==> src/rtl/pipeline_ctrl.sv <==
// ---------------------------------------------------------------------------
// pipeline_ctrl
//   Hazard and stall/flush sequencer for a 5-stage pipeline
//   (IF, IF/ID, ID/EX, EX/MEM, MEM/WB). It detects load-use hazards, applies
//   branch/jump redirect flushes, and freezes the whole pipeline while a
//   data-memory access is waiting for its acknowledge.
//
// Parameters
//   FLUSH_CYCLES : cycles IF/ID is flushed per redirect (1..4)
//   MEM_TIMEOUT  : max stalled cycles waiting for dmem ack before error (2..255)
//   CNT_W        : width of the saturating stall-cycle counter
//
// Ports
//   clk_i, rst_i        : clock (rising edge) / synchronous active-high reset
//   id_rs1_i, id_rs2_i  : source registers of the instruction in IF/ID
//   id_uses_rs1_i/rs2_i : IF/ID instruction actually reads rs1 / rs2
//   ex_rd_i             : destination of the instruction in ID/EX
//   ex_mem_read_i       : ID/EX instruction is a load
//   redirect_i          : EX resolved a taken branch/jump this cycle
//   dmem_req_i          : MEM stage has a load/store outstanding
//   dmem_ack_i          : data memory completes the request this cycle
//   pc_en_o .. mem_wb_en_o : pipeline register / PC enables and flushes
//   mem_err_o           : sticky memory-timeout error
//   stall_cnt_o         : cycles with pc_en_o=0 since reset (saturating)
// ---------------------------------------------------------------------------
module pipeline_ctrl #(
    parameter int FLUSH_CYCLES = 1,
    parameter int MEM_TIMEOUT  = 64,
    parameter int CNT_W        = 32
) (
    input  logic             clk_i,
    input  logic             rst_i,
    input  logic [4:0]       id_rs1_i,
    input  logic [4:0]       id_rs2_i,
    input  logic             id_uses_rs1_i,
    input  logic             id_uses_rs2_i,
    input  logic [4:0]       ex_rd_i,
    input  logic             ex_mem_read_i,
    input  logic             redirect_i,
    input  logic             dmem_req_i,
    input  logic             dmem_ack_i,
    output logic             pc_en_o,
    output logic             if_id_en_o,
    output logic             if_id_flush_o,
    output logic             id_ex_en_o,
    output logic             id_ex_flush_o,
    output logic             ex_mem_en_o,
    output logic             mem_wb_en_o,
    output logic             mem_err_o,
    output logic [CNT_W-1:0] stall_cnt_o
);

    typedef enum logic [1:0] {
        RUN      = 2'd0,
        MEM_WAIT = 2'd1,
        REDIRECT = 2'd2,
        HALT     = 2'd3
    } state_t;

    // Flush count loaded on a redirect: the redirect cycle itself flushes
    // once, the REDIRECT state covers the remaining FLUSH_CYCLES-1 cycles.
    localparam logic [1:0] FLUSH_RELOAD = 2'(FLUSH_CYCLES - 1);
    // The wait counter holds the number of stalled cycles already seen; the
    // stalled cycle that would bring it to MEM_TIMEOUT trips the error.
    localparam logic [7:0] WAIT_LIMIT   = 8'(MEM_TIMEOUT - 1);

    state_t            state_q, state_d;
    logic [1:0]        flush_q, flush_d;
    logic [7:0]        wait_q,  wait_d;
    logic              err_q,   err_d;
    logic [CNT_W-1:0]  stall_q;

    logic mem_stall;
    logic rs1_hit, rs2_hit;
    logic load_use;

    assign mem_stall = dmem_req_i & ~dmem_ack_i;
    assign rs1_hit   = id_uses_rs1_i & (id_rs1_i == ex_rd_i);
    assign rs2_hit   = id_uses_rs2_i & (id_rs2_i == ex_rd_i);
    // x0 is never a real dependency.
    assign load_use  = ex_mem_read_i & (ex_rd_i != 5'd0) & (rs1_hit | rs2_hit);

    // -----------------------------------------------------------------------
    // Next-state and output logic
    // -----------------------------------------------------------------------
    always_comb begin
        state_d       = state_q;
        flush_d       = flush_q;
        wait_d        = wait_q;
        err_d         = err_q;
        pc_en_o       = 1'b1;
        if_id_en_o    = 1'b1;
        if_id_flush_o = 1'b0;
        id_ex_en_o    = 1'b1;
        id_ex_flush_o = 1'b0;
        ex_mem_en_o   = 1'b1;
        mem_wb_en_o   = 1'b1;

        if (rst_i) begin
            // Hold every register and push NOPs/bubbles while in reset.
            pc_en_o       = 1'b0;
            if_id_en_o    = 1'b0;
            if_id_flush_o = 1'b1;
            id_ex_en_o    = 1'b0;
            id_ex_flush_o = 1'b1;
            ex_mem_en_o   = 1'b0;
            mem_wb_en_o   = 1'b0;
        end else if (state_q == HALT) begin
            // Dead until reset; a late ack must not restart anything.
            pc_en_o     = 1'b0;
            if_id_en_o  = 1'b0;
            id_ex_en_o  = 1'b0;
            ex_mem_en_o = 1'b0;
            mem_wb_en_o = 1'b0;
        end else if (mem_stall) begin
            // Full freeze: nothing moves, nothing is flushed. A coincident
            // redirect stays pending in EX and is applied on the ack cycle.
            pc_en_o     = 1'b0;
            if_id_en_o  = 1'b0;
            id_ex_en_o  = 1'b0;
            ex_mem_en_o = 1'b0;
            mem_wb_en_o = 1'b0;
            if (state_q == MEM_WAIT) begin
                wait_d = wait_q + 8'd1;
                if (wait_q >= WAIT_LIMIT) begin
                    err_d   = 1'b1;
                    state_d = HALT;
                end
            end else begin
                // Flush counter is deliberately held so an interrupted
                // REDIRECT sequence resumes after the ack.
                state_d = MEM_WAIT;
                wait_d  = 8'd1;
            end
        end else begin
            // RUN, REDIRECT, or the ack cycle of MEM_WAIT.
            wait_d = 8'd0;
            if (redirect_i) begin
                if_id_flush_o = 1'b1;
                id_ex_flush_o = 1'b1;
                if (FLUSH_CYCLES > 1) begin
                    state_d = REDIRECT;
                    flush_d = FLUSH_RELOAD;
                end else begin
                    state_d = RUN;
                    flush_d = 2'd0;
                end
            end else if (state_q == REDIRECT) begin
                // IF/ID still holds wrong-path fetches; it is NOP'd, so any
                // apparent load-use against it is meaningless.
                if_id_flush_o = 1'b1;
                if (flush_q <= 2'd1) begin
                    flush_d = 2'd0;
                    state_d = RUN;
                end else begin
                    flush_d = flush_q - 2'd1;
                end
            end else begin
                if (load_use) begin
                    // One bubble: next cycle ID/EX holds it, clearing the hazard.
                    pc_en_o       = 1'b0;
                    if_id_en_o    = 1'b0;
                    id_ex_flush_o = 1'b1;
                end
                // Leaving MEM_WAIT resumes any interrupted flush sequence.
                if (state_q == MEM_WAIT && flush_q != 2'd0)
                    state_d = REDIRECT;
                else
                    state_d = RUN;
            end
        end
    end

    // -----------------------------------------------------------------------
    // State registers
    // -----------------------------------------------------------------------
    always_ff @(posedge clk_i) begin
        if (rst_i) begin
            state_q <= RUN;
            flush_q <= 2'd0;
            wait_q  <= 8'd0;
            err_q   <= 1'b0;
            stall_q <= '0;
        end else begin
            state_q <= state_d;
            flush_q <= flush_d;
            wait_q  <= wait_d;
            err_q   <= err_d;
            if (!pc_en_o && stall_q != {CNT_W{1'b1}})
                stall_q <= stall_q + 1'b1;
        end
    end

    assign mem_err_o   = err_q;
    assign stall_cnt_o = stall_q;

endmodule

==> config.mk <==
export PLATFORM = sky130hd
export DESIGN_NAME = pipeline_ctrl
export DESIGN_NICKNAME = d
export VERILOG_FILES = /design/src/rtl/pipeline_ctrl.sv
export SDC_FILE = /design/constraint.sdc
export NUM_CORES = 1
export LEC_CHECK = 0
export ABC_AREA = 1
export ABC_CLOCK_PERIOD_IN_PS = 2200
export BUFFER_PORTS_ARGS = -buffer_cell sky130_fd_sc_hd__buf_2
export CAP_MARGIN = 20
export CORE_MARGIN = 2
export CORE_UTILIZATION = 40
export DETAILED_ROUTE_END_ITERATION = 6
export PLACE_DENSITY = 0.73
export SETUP_SLACK_MARGIN = 0.4
export SLEW_MARGIN = 20
export SYNTH_ARGS = -nofsm -noshare
export SYNTH_HDL_FRONTEND = slang
export SYNTH_SLANG_ARGS = --single-unit
==> constraint.sdc <==
create_clock -name clk_i -period 2.2 [get_ports clk_i]
set_input_delay 0.44 -clock clk_i [delete_from_list [all_inputs] [get_ports clk_i]]
set_output_delay 0.44 -clock clk_i [all_outputs]
set_load 0.05 [all_outputs]
Word level (Yosys, flattened, before mapping). Cells that the tools add are included.

Register bits: 45. Logic and storage cells: 68. Bits of input ports: 23.

$add $sub $neg: 3. Equal/unequal tests: 8. Bitwise operators: 9. $lt $le $gt $ge: 2. Mux-type cells: 32. Reduce and logical (&&, ||, !) cells: 9.

Operator list (number): adder 32 x 1 -> 32 bit, second input constant (1); != test 32 bit, second input constant (1); 2-to-1 mux 1 bit (20); 2-to-1 mux 2 bit (10); 2-to-1 mux 8 bit (2); equality test 5 bit (2); adder 8 x 1 -> 8 bit, second input constant (1); >= comparator 8 x 6 -> 1 bit, second input constant (1); AND reduction 3 bit (2); bitwise AND 1 bit (5); nonzero test 5 bit (1); equality test 2 bit, second input constant (2); != test 4 x 3 -> 1 bit, second input constant (1); AND reduction 4 bit (1); nonzero test 2 bit (2); != test 3 x 2 -> 1 bit, second input constant (1); inverter 1 bit (3); equality test 2 x 1 -> 1 bit, second input constant (1); <= comparator 2 x 1 -> 1 bit, second input constant (1); logical AND 1 bit (2); subtractor 2 x 1 -> 2 bit, second input constant (1); zero test 1 bit (1); bitwise OR 1 bit (1).

Depth between registers and ports, before layout.
Word-level depth: 12. Gate-level depth with buffers: 12. Depth with buffers taken out: 12.

Worst setup path before layout. No wires, ideal clock.

Path kind: reg2out. From: register state_q[1]. To: output pc_en_o. Arrival: 2642 ps. Path buffers: 2. Required time: 1760 ps. Path slack: -882 ps. Cell stages (with the launch flop): 10. Path through: dfxtp_1 > nand2_1 > inv_1 > nor2_1 > inv_1 > nor2_1 > nand2_1 > buf_2 > inv_1 > buf_4.

Cells in the longest elaborated chain, start to end: 6. Elaborated cells between the ends (all ways): 7.

RTL lines: from (decl) (line 67) `state_t state_q, state_d;`; from (signal assigned) (line 185) `state_q <= state_d;`; equality test 2 bit (line 148) `end else if (state_q == REDIRECT) begin`; 2-to-1 mux 1 bit (3 in a row); 2-to-1 mux 1 bit * (2 in a row); to (decl) (line 42) `output logic pc_en_o,`.

Mark *: on every way between the ends. The rest lies on a longest branch, timed or not.

Worst setup path in the final report.
From: register state_q[1]. To: output pc_en_o.

Cells in the longest elaborated chain, start to end: 6. Elaborated cells between the ends (all ways): 7.

RTL lines: equality test 2 bit (line 148); 2-to-1 mux 1 bit (line 148); 2-to-1 mux 1 bit (line 138) `if (redirect_i) begin`; 2-to-1 mux 1 bit (line 115) `end else if (mem_stall) begin`; 2-to-1 mux 1 bit * (line 108) `end else if (state_q == HALT) begin`; 2-to-1 mux 1 bit * (line 99) `if (rst_i) begin`.

Marks and branches as above.

==> results.sh <==
export IMPL_worst_setup_path_end_kind="output port"
export IMPL_fp_dieArea_sq_um=8110
export IMPL_route_detailed_vias_per_inst=5.20
export IMPL_total_switching_power_uw=483
export IMPL_htree_num_levels=2
export IMPL_drive_above_1_share_pct=35.8
export IMPL_dp_hpwl_microns=6300
export IMPL_power_ir_vdd_worst_mv=0.284
export IMPL_route_vias_total=3490
export IMPL_numCtsBuffers=5
export IMPL_yosys_area_share_simple_pct=44.0
export IMPL_layout_min_cycle_time_ps=1880
export IMPL_critical_path_max_fanout=4
export IMPL_syn_nets=518
export IMPL_grt_pass1_vias=3233
export IMPL_element_type_at_the_critical_path_start="register"
export IMPL_finalClockSkew_ps=10.1
export IMPL_tightest_slew_ps=520
export IMPL_power_combinational_fraction_pct=17.1
export IMPL_relSlewSlack_pct=65.2
export IMPL_setup_viol_count_final=0
export IMPL_max_clock_freq_mhz=531
export IMPL_cts_reportedPaths_clkPinSlew_ps=80
export IMPL_synth_seq_cells=45
export IMPL_clock_power_share_pct=36.6
export IMPL_run_status="finished clean"
export IMPL_worstSkewPairLatency_ps=300
export IMPL_place_inst=644
export IMPL_grt_first_pass_wirelength_microns=14200
export IMPL_hold_class="in -> reg"
export IMPL_post_synth_num_cell_types=30
export IMPL_worst_setup_path_type="reg -> out"
export IMPL_floorplan_rows=31
export IMPL_drc=0
export IMPL_power_report_internal_total_uw=1310
export IMPL_antenna_diode_count=0
export IMPL_tritoncts="yes"
export IMPL_finalNonFillerCells=671
export IMPL_synthesis_area_per_instance_sq_um=6.01
export IMPL_setup_total_negative_slack_ps=0
export IMPL_core_sq_um=7210
export IMPL_grt_overflow_total=0
export IMPL_first_drt_iteration_drcs=187
export IMPL_clkSinkCount=45
export IMPL_post_synth_fa_ha_maj_area_fraction_pct=0.845
export IMPL_largest_family_of_logic_cells_by_synthesized_area="simple AND/OR/NAND/NOR gates"
export IMPL_wire_length_per_cell_after_detailed_routing_microns=13.6
export IMPL_grt_use_total_pct=20.7
export IMPL_mapped_area_sq_um=2960
export IMPL_clockBufferDepth=2
export IMPL_grt_max_degree=31
export IMPL_yosys_area_share_xor_xnor_pct=4.44
export IMPL_fp_dieH_microns=90.0
export IMPL_synth_compound_area_share_pct=10.5
export IMPL_antenna_found_initial=0
export IMPL_cp_data_required_time_ps=1760
export IMPL_syn_instance_count=493
export IMPL_yosys_mux_area_fraction_pct=0
export IMPL_finalMaxSlewViolations=0
export IMPL_die_w_microns=90.0
export IMPL_max_cap_violations=0
export IMPL_timing_hold_ws_ps=457
export IMPL_power_share_sequential_pct=46.3
export IMPL_cellPowerDensity_nw_per_um2=427
export IMPL_floorplan_initialDensity_pct=41.1
export IMPL_swShare_pct=26.9
export IMPL_power_leakage_uw=0.00188
export IMPL_timing_final_crit_share_pct=85.6
export IMPL_grt_setup_unrepaired="true"
export IMPL_synth_yosys_seq_area_share_pct=30.4
export IMPL_ctsRootBufferMaster="clkbuf_8"
export IMPL_layout_area_overhead_vs_synth_pct=41.7
export IMPL_top_level_ports=63
export IMPL_postRouteAntennaNets=0
export IMPL_length_of_the_first_detailed_routing_pass_in_iterations=5
export IMPL_portBuffers=62
export IMPL_final_hold_viol_count=0
export IMPL_detail_route_wirelength_microns=9140
export IMPL_synth_yosys_warnings=0
export IMPL_timing_critical_path_arrival_ps=1440
export IMPL_gp_congestion=0.944
export IMPL_net_count_reported_at_finish=596
## critical path, stage by stage, from the launching register on
cell	delay, ps
dfxtp_2	350
inv_2	60
nor2_2	40
nand3b_1	160
inv_2	80
nand3_2	90
nand2_4	100
clkinvlp_4	110
buf_8	160
## synthesized netlist by cell type
cell type / number / area [sq um]
o21ai_0: 8 / 40.0
buf_4: 3 / 22.5
a31oi_1: 2 / 12.5
clkbuf_1: 9 / 33.8
clkinv_1: 1 / 3.75
nand2_2: 1 / 6.26
nand2_1: 167 / 627
o211ai_1: 1 / 7.51
and2_1: 1 / 6.26
buf_6: 3 / 33.8
nand4_1: 5 / 31.3
ha_1: 2 / 25.0
nand2_4: 1 / 11.3
a221oi_1: 4 / 35.0
a211oi_1: 1 / 7.51
inv_1: 50 / 188
nor2_4: 1 / 11.3
a21oi_1: 40 / 200
nand3_1: 50 / 250
nor2_1: 59 / 221
nor3_4: 1 / 16.3
xor2_1: 11 / 96.3
nand3b_1: 5 / 37.5
a22oi_1: 1 / 7.51
dfxtp_1: 45 / 901
xnor2_1: 4 / 35.0
nor2_2: 1 / 6.26
nor3_1: 13 / 65.1
nand4_2: 1 / 12.5
buf_2: 2 / 10.0
## flip-flops by register name, summed over array words and instances, names as in the netlist
| register | cells |
|---|---|
| state_q | 2 |
| wait_q | 8 |
| stall_cnt_o | 32 |
| flush_q | 2 |
| mem_err_o | 1 |
## metrics by stage
step           setup WS (ps)  cell area (sq um)  power, uW  utilization [%]
2_1_floorplan           56.5               3070       1010                -
3_3_place_gp             295               3440       1060             47.6
3_5_place_dp             269               3440       1060             47.6
4_1_cts                  325               3710       1740             51.5
5_1_grt                  201               4200       1860             58.2
6_report                 318               4200       1790             58.2
## layout make-up
cell class              count  area, sq um
fillers                   685         3020
inverters                  51          213
flip-flops and latches     45          946
clock buffers               7         86.3
clock inverters             1         30.0
repair buffers             88          666
multi-input cells         380         2130
well taps                  99          124
## cell usage in the layout (no fill, tap or decap), types with 6 or more instances in the layout
cell and instances:
dfxtp_1 19, clkbuf_8 6, nor2_1 52, buf_4 21
a21oi_1 17, buf_2 49, nand2_4 21, nand3_1 48
inv_1 39, nand2_2 10, dfxtp_2 21, inv_2 7
xor2_1 11, nand2_1 137, o21ai_0 7, a21oi_2 23
buf_6 10, nor3_1 9
## power by group through the flow
stage | Sequential (uW) | Clock [uW] | Combinational [uW]
floorplan | 865 | 0 | 143
global placement | 852 | 0 | 203
detailed placement | 852 | 0 | 207
CTS | 834 | 671 | 235
global route | 832 | 702 | 327
finish | 830 | 656 | 307
## metal layers
metal  track usage, %  share of wire, %  vias to the layer above
met5                0                 0                        -
met4             8.72               2.9                        0
met3             4.27               5.6                       23
met2             37.7                51                      111
met1             23.5                40                     1608
li1                 -                 -                     1748
## final timing paths
| kind | from | end | slack, ps | cells after the start |
|---|---|---|---|---|
| worst max-delay path | state_q[1]$_SDFFE_PP0P_ | pc_en_o | 320 | 8 |
| worst max register to register | stall_cnt_o[1]$_SDFFE_PP0P_ | stall_cnt_o[29]$_SDFFE_PP0P_ | 360 | 10 |
| worst min-delay path | dmem_ack_i | wait_q[0]$_SDFFE_PP0N_ | 460 | 4 |
| worst min register to register | flush_q[1]$_SDFFE_PP0P_ | flush_q[1]$_SDFFE_PP0P_ | 470 | 2 |
## what timing repair did
item | CTS | global route
resized for setup | 29 | 105
endpoints found under the setup margin | 38 | 38
buffers inserted | 9 | 8
gates cloned | 0 | 2
pin swaps | 12 | 29
hold buffers | 0 | 0
hold endpoints to repair | 0 | 0
## cell families after synthesis
group,count (synthesis)
simple gates,306
buf+inv,68
compound gates,57
flops,45
xor+xnor,15
fa+ha+maj,2
Power figures use the tool's default switching activity.
